File: src/rtl/array_mult_seq.sv
// -----------------------------------------------------------------------------
// array_mult_seq
//   Sequential unsigned array multiplier. One block of ROWS_PER_CYCLE
//   partial-product rows is reused every cycle, folding its rows into a
//   2*WIDTH-bit accumulator, so a product takes K = WIDTH/ROWS_PER_CYCLE
//   cycles instead of a full WIDTH-row combinational array.
//
// Ports
//   clk        rising-edge clock
//   rst_n      asynchronous active-low reset
//   in_valid   operands present on a/b
//   in_ready   block can accept operands (registered)
//   a, b       WIDTH-bit unsigned multiplicand / multiplier
//   out_valid  product valid (registered)
//   out_ready  sink accepts product
//   product    2*WIDTH-bit exact product a*b, defined while out_valid=1
//   busy       high while computing or holding a result (registered)
// -----------------------------------------------------------------------------
module array_mult_seq #(
   parameter int WIDTH          = 8,
   parameter int ROWS_PER_CYCLE = 1
) (
   input  logic               clk,
   input  logic               rst_n,
   input  logic               in_valid,
   output logic               in_ready,
   input  logic [WIDTH-1:0]   a,
   input  logic [WIDTH-1:0]   b,
   output logic               out_valid,
   input  logic               out_ready,
   output logic [2*WIDTH-1:0] product,
   output logic               busy
);

   localparam int                 PW       = 2 * WIDTH;
   localparam int                 CNT_W    = $clog2(WIDTH) + 1;
   localparam logic [CNT_W-1:0]   ROW_STEP = CNT_W'(ROWS_PER_CYCLE);
   localparam logic [CNT_W-1:0]   ROW_LAST = CNT_W'(WIDTH);

   // Illegal geometry must stop elaboration rather than build a wrong multiplier.
   generate
      if (WIDTH < 2 || ROWS_PER_CYCLE < 1 || ROWS_PER_CYCLE > WIDTH ||
          (WIDTH % ROWS_PER_CYCLE) != 0) begin : g_bad_cfg
         $error("array_mult_seq: ROWS_PER_CYCLE must divide WIDTH and WIDTH must be >= 2");
      end
   endgenerate

   typedef enum logic [1:0] {
      S_IDLE = 2'd0,
      S_RUN  = 2'd1,
      S_DONE = 2'd2
   } state_t;

   state_t            state_q,     state_d;
   logic [WIDTH-1:0]  a_r_q,       a_r_d;
   logic [WIDTH-1:0]  b_r_q,       b_r_d;
   logic [PW-1:0]     acc_q,       acc_d;
   logic [CNT_W-1:0]  row_q,       row_d;
   logic              in_ready_q,  in_ready_d;
   logic              out_valid_q, out_valid_d;
   logic              busy_q,      busy_d;

   logic [PW-1:0]     a_shift;
   logic [WIDTH-1:0]  b_shift;
   logic [PW-1:0]     pp_sum;
   logic [CNT_W-1:0]  row_inc;

   // Partial-product block: row j of this cycle is multiplier bit row+j gating
   // the multiplicand shifted to weight row+j. Pre-shifting a_r/b_r by row once
   // keeps each of the ROWS_PER_CYCLE rows a constant shift.
   always_comb begin
      a_shift = {{WIDTH{1'b0}}, a_r_q} << row_q;
      b_shift = b_r_q >> row_q;
      pp_sum  = '0;
      for (int j = 0; j < ROWS_PER_CYCLE; j++) begin
         pp_sum = pp_sum + ({PW{b_shift[j]}} & (a_shift << j));
      end
      row_inc = row_q + ROW_STEP;
   end

   always_comb begin
      state_d     = state_q;
      a_r_d       = a_r_q;
      b_r_d       = b_r_q;
      acc_d       = acc_q;
      row_d       = row_q;
      in_ready_d  = in_ready_q;
      out_valid_d = out_valid_q;
      busy_d      = busy_q;
      case (state_q)
         S_IDLE: begin
            // in_ready is always high here, so in_valid alone is the transfer.
            if (in_valid) begin
               a_r_d      = a;
               b_r_d      = b;
               acc_d      = '0;
               row_d      = '0;
               state_d    = S_RUN;
               in_ready_d = 1'b0;
               busy_d     = 1'b1;
            end
         end
         S_RUN: begin
            // Zero operands still walk every row: fixed latency, no early exit.
            acc_d = acc_q + pp_sum;
            row_d = row_inc;
            if (row_inc == ROW_LAST) begin
               state_d     = S_DONE;
               out_valid_d = 1'b1;
            end
         end
         S_DONE: begin
            if (out_ready) begin
               state_d     = S_IDLE;
               out_valid_d = 1'b0;
               in_ready_d  = 1'b1;
               busy_d      = 1'b0;
            end
         end
         default: begin
            state_d     = S_IDLE;
            in_ready_d  = 1'b1;
            out_valid_d = 1'b0;
            busy_d      = 1'b0;
         end
      endcase
   end

   always_ff @(posedge clk or negedge rst_n) begin
      if (!rst_n) begin
         state_q     <= S_IDLE;
         a_r_q       <= '0;
         b_r_q       <= '0;
         acc_q       <= '0;
         row_q       <= '0;
         in_ready_q  <= 1'b1;
         out_valid_q <= 1'b0;
         busy_q      <= 1'b0;
      end else begin
         state_q     <= state_d;
         a_r_q       <= a_r_d;
         b_r_q       <= b_r_d;
         acc_q       <= acc_d;
         row_q       <= row_d;
         in_ready_q  <= in_ready_d;
         out_valid_q <= out_valid_d;
         busy_q      <= busy_d;
      end
   end

   assign in_ready  = in_ready_q;
   assign out_valid = out_valid_q;
   assign busy      = busy_q;
   assign product   = acc_q;

endmodule

File: config.mk
export PLATFORM = sky130hd
export DESIGN_NAME = array_mult_seq
export DESIGN_NICKNAME = d
export VERILOG_FILES = /design/src/rtl/array_mult_seq.sv
export SDC_FILE = /design/constraint.sdc
export NUM_CORES = 1
export LEC_CHECK = 0
export CORE_AREA = 3 3 75 77
export DETAILED_ROUTE_END_ITERATION = 10
export DIE_AREA = 0 0 78 80
export PLACE_DENSITY = 0.78
export SLEW_MARGIN = 20
export SYNTH_ARGS = -nofsm -noshare
export SYNTH_HDL_FRONTEND = slang
export SYNTH_SLANG_ARGS = --single-unit
File: constraint.sdc
create_clock -name clk -period 3.5 [get_ports clk]
set_input_delay 1.05 -clock clk [delete_from_list [all_inputs] [get_ports clk]]
set_output_delay 1.05 -clock clk [all_outputs]
set_load 0.02 [all_outputs]
* After elaboration in Yosys (flattened, before gate mapping)
Index checks and enable logic that the tools add are counted.
** Storage, ports and cells
- Register bits after elaboration :: 41
- Input bits :: 20
- Word-level logic and storage cells :: 44
** Operators by class
- $add $sub $neg :: 2
- Equal/unequal tests :: 6
- Shifts and indexed selects :: 2
- Mux-type cells :: 16
- Bitwise logic cells :: 3
- Reduce and logical (&&, ||, !) cells :: 7
** Operator list (count)
- $pmux 16 s2 :: 1
- $add 16x16->16 :: 1
- $and 16x16->16 :: 1
- $mux 16 :: 1
- $shl 8x4->16 :: 1
- $pmux 1 s3 :: 3
- $reduce_and 3->1 :: 3
- $pmux 4 s2 :: 1
- $shr 8x4->1 :: 1
- $mux 2 :: 3
- $ne 2x2->1 const B :: 3
- $pmux 2 s3 :: 1
- $mux 1 :: 5
- $add 4x1->4 const B :: 1
- $eq 4x4->1 const B :: 1
- $mux 4 :: 1
- $reduce_and 2->1 :: 2
- $eq 2x1->1 const B :: 1
- $eq 2x2->1 const B :: 1
- $logic_not 2->1 :: 1
- $not 1->1 :: 2
- $reduce_bool 2->1 :: 1

* Depth between registers and ports, before layout
- Depth after elaboration :: 4
- Mapped depth :: 13
- Depth with buffers taken out :: 11

* Worst setup path before layout
Ideal clock, no wire load.
- Path type :: flip-flop to flip-flop
- Start point :: register row_q[0]
- End point :: register acc_q[12], in the netlist product[12]
- Arrival time :: 3045 ps
- Required time :: 3374 ps
- Path slack :: 329 ps
- Stages on the path, launching flop included :: 12
- Buffers on the path :: 1
- Clock period less this slack :: 3171 ps
- Cells stage by stage :: dfrtp_1 > buf_2 > mux4_2 > nand2_1 > nor3_1 > ha_1 > fa_1 > a21o_1 > a221o_2 > a21bo_1 > a31o_1 > a221o_1
** On the way
- Word-level cells in the longest chain between the ends :: 4
- Elaborated cells on any way between the ends :: 5
- Classes of those cells :: add/sub (1); shift (2); mux (1); bitwise (1)
** Ends and longest elaborated chain
- start, declared :: line 58 : logic [CNT_W-1:0] row_q, row_d;
- start signal, assigned :: line 144 : row_q <= row_d;
- $shr 8x4->1 / $shl 8x4->16 (equally long branches) :: line 73, 72
- $and 16x16->16 * :: line 76 : pp_sum = pp_sum + ({PW{b_shift[j]}} & (a_shift << j));
- $add 16x16->16 * :: line 105 : acc_d = acc_q + pp_sum;
- $pmux 16 s2 * :: line 90 : case (state_q)
- end signal, assigned :: line 134 : acc_q <= '0;
- end signal, assigned :: line 143 : acc_q <= acc_d;
- end, declared :: line 57 : logic [PW-1:0] acc_q, acc_d;
Mark *: on every way between the ends. The rest lies on a longest branch, timed or not.
A chain may end at the register's enable or synchronous reset.

* Worst setup path in the final report
- Start point :: register row_q[0]
- End point :: register acc_q[14], in the netlist product[14]
Same word-level chain as after synthesis.

==> key figures <==
Drt
  • Drt pass-1 iters: 4
  • Top Layer Used: met4
  • Post-route DRC: 0
  • Routed wire length: 5647 microns
  • Met2 routed WL: 2735 microns
  • Iter 0 DRT Violations: 90
  • Metal-1 WL: 2662 microns
  • WL per Instance: 14.15 microns
  • Antenna-violating nets left: 0
  • Via count: 2271
  • Drt via density: 5.692
  • Met3 WL post-DR: 193 microns

STA
  • Final setup fails: 0
  • RSZ-0062 raised after global routing: false
  • Tcrit/Tclk final: 92.89%
  • Fmax: 307.6 MHz
  • Hold violation count in the final report: 0
  • Min Tclk post-route: 3.251 ns
  • Final TNS setup: 0 ns
  • Max Slew Vio Count: 0
  • Relative slew slack: 39.88%
  • Skew final: 0.006782 ns
  • PnR worst setup slack: 0.2489 ns
  • Slew of the pin with the lowest slew margin: 0.9017 ns

Yosys
  • Share of the synthesized area in the top cell type: 36.71%
  • Simple-Gate Fraction of Synth Area: 16.20%
  • Compound-gate portion of the synthesized area: 18.63%
  • Mapped Area: 0.002726 sq mm
  • Async SR Flop Fraction: 100.0%
  • Synth unique cells: 50
  • Ys flop type: dfrtp_1
  • Synth Area in XOR/XNOR: 3.534%
  • Multiplexer share of the synthesized area: 12.80%
  • Area leader, netlist: dfrtp_1
  • YS warnings: 0
  • Register area share after synthesis: 37.68%
  • Adder-cell share of the synthesized area: 8.077%
  • Synth area leaders: dfrtp_1, mux2_2, ha_1
  • Post-synthesis cell count: 289
  • Synthesized Nets: 326
  • Post-synth EDFFs: 0
  • Count leader, synth: dfrtp_1
  • Post-synthesis register bit count: 41
  • Average size of a mapped cell: 9.434 sq um
  • Largest family of logic cells by synthesized area: compound AO/OA/AOI/OAI gates
  • Synth cell count leaders: dfrtp_1, nand2_1, nor2_1

Power
  • Sw power: 1.494 mW
  • Sw frac: 44.89%
  • LEAKAGE: 1.415 nW
  • Internal power: 1.834 mW
  • Sequential Power Share: 26.4%
  • Clk pwr share: 9.5%
  • PwrDens: 1021 mW/mm^2
  • VDD IR max: 0.4346 mV
  • Combinational fraction of design power: 64.0%

Die
  • Rows: 26
  • Die Y: 80 microns
  • Core area: 0.005075 sq mm
  • Die area: 0.006240 sq mm
  • Chip width: 78 microns
  • # IOs: 39
  • Starting Density: 53.72%

Worst hold path
  • Hold Path Depth: 1
  • Hold WC Path Type: flop to flop
  • HP Start: product[15]$_DFFE_PN0P_
  • Hold Crit Endpoint: product[15]$_DFFE_PN0P_

Setup path
  • Element type at the critical path end: flop
  • CP Data Required Time: 3.68 ns
  • Worst R2R End: product[14]$_DFFE_PN0P_
  • Worst reg2reg setup slack: 0.25 ns
  • Critical path arrival: 3.43 ns
  • Critical path class: flop to flop
  • Crit path max fanout: 4
  • Register-to-Register Path Depth: 10
  • R2R Path Start: row_q[0]$_DFFE_PN0P_
  • Setup crit start kind: flop

CTS
  • Num CTS Buffers: 5
  • CTS Hold Bufs: 0
  • Cts repair resizes: 0
  • Clock transition at path regs: 0.09 ns
  • CTS tree: yes
  • CTS sink cnt: 41
  • Worst-skew pair later-pin latency: 0.30 ns
  • Setup Buffers After CTS: 0
  • Root Buffer: clkbuf_8
  • Htree depth: 2
  • Clk buf depth: 2

Global route
  • Total GRT Usage: 19.70%
  • First-pass GRT wire length: 9949 microns
  • Largest net degree at the start of global routing: 42
  • Vias in the first global route: 2249
  • Antenna violations before repair: 0
  • Grt ovf: 0

Layout
  • Area grow syn2layout: 19.60%
  • Number of nets in the layout: 365
  • Inserted Diodes: 0
  • FILL cells: 452
  • Share of cells above drive strength 1: 12.16%

Place
  • Post-DP HPWL: 4274 microns
  • PortBufs: 38
  • Post-Place Worst Slack: 0.2525 ns
  • Final estimated routing congestion in global placement: 0.9198

Status
  • Outcome: completed

Flow run
  • Max Cap Viol: 0
## worst max path at each step
stage | start | end | slack, ns | depth (start not counted)
3_5_place_dp | row_q[0]$_DFFE_PN0P_ | product[14]$_DFFE_PN0P_ | 0.25 | 10
3_3_place_gp | row_q[0]$_DFFE_PN0P_ | product[12]$_DFFE_PN0P_ | 0.33 | 10
2_1_floorplan | row_q[0]$_DFFE_PN0P_ | product[12]$_DFFE_PN0P_ | 0.33 | 11
5_1_grt | row_q[0]$_DFFE_PN0P_ | product[14]$_DFFE_PN0P_ | 0.04 | 11
4_1_cts | row_q[0]$_DFFE_PN0P_ | product[14]$_DFFE_PN0P_ | 0.24 | 10
6_report | row_q[0]$_DFFE_PN0P_ | product[14]$_DFFE_PN0P_ | 0.25 | 10
## worst max-delay path, stage by stage, from the launching register on
cell	delay [ns]
dfrtp_1	0.42
mux4_2	0.54
nand2_1	0.15
nor3_1	0.07
ha_1	0.22
fa_1	0.41
a21o_1	0.20
a221o_2	0.38
a211oi_2	0.31
nor4_1	0.08
or3b_1	0.36
## cells in the final DEF (no fill, tap or decap), types with 6 or more instances in the layout
cell | netlist | layout
clkdlybuf4s50_1 | 0 | 37
mux2_2 | 19 | 19
xnor2_1 | 6 | 6
ha_1 | 16 | 16
mux2i_1 | 9 | 9
a211oi_1 | 6 | 6
dfrtp_1 | 40 | 40
nand2_1 | 34 | 34
nor2_1 | 24 | 24
buf_4 | 0 | 6
o21ai_0 | 21 | 21
a21oi_1 | 22 | 22
nor2b_1 | 6 | 6
## metrics by stage
| step | hold slack, ns | power, mW | utilization [%] | area (sq um) | cells |
|---|---|---|---|---|---|
| after floorplan | 0.4751 | 2.456 | - | 2726 | 289 |
| after global placement | 0.4625 | 2.966 | 62.45 | 3169 | 391 |
| after detailed placement | 0.4688 | 3.002 | 62.45 | 3169 | 391 |
| after CTS | 0.4806 | 3.339 | 64.25 | 3261 | 399 |
| after global routing | 0.5001 | 3.652 | 64.25 | 3261 | 399 |
| final | 0.4734 | 3.328 | 64.25 | 3261 | 399 |
## metal layers
layer	track usage, %	vias to the layer above
met5	0	-
met4	5.769	0
met3	4.176	6
met2	34.08	36
met1	24.77	1093
li1	-	1136
## power groups by stage
stage               Combinational, mW  Clock (mW)  Sequential (mW)
finish                           2.13       0.318            0.879
detailed placement               2.11           0            0.889
global route                     2.40       0.342            0.907
global placement                 2.08           0            0.884
CTS                              2.13       0.328            0.881
floorplan                        1.52           0            0.937
## final cells by class
class,instances,area (sq um),share of cell area [%]
multi-input cells,231,1615,49.54
flip-flops and latches,41,1027,31.50
repair buffers,44,420.4,12.89
well taps,70,87.58,2.686
clock buffers,5,68.82,2.111
clock inverters,3,22.52,0.6907
inverters,5,18.77,0.5756
## state kept, by name, summed over array words and instances (netlist names)
name	flops
product	16
b_r_q	8
busy	1
state_q	2
in_ready	1
row_q	4
out_valid	1
a_r_q	8
## cell families (layout without fill, tap and decap cells)
logic type               count (synthesis)  count (layout)
AND/OR/NAND/NOR                         94              94
multiplexers                            30              30
AO/OA/AOI/OAI                           79              79
adder cells (fa/ha/maj)                 17              17
buffers and inverters                   17              57
XOR/XNOR                                11              11
flip-flops                              41              41
Power figures use the tool's default switching activity.
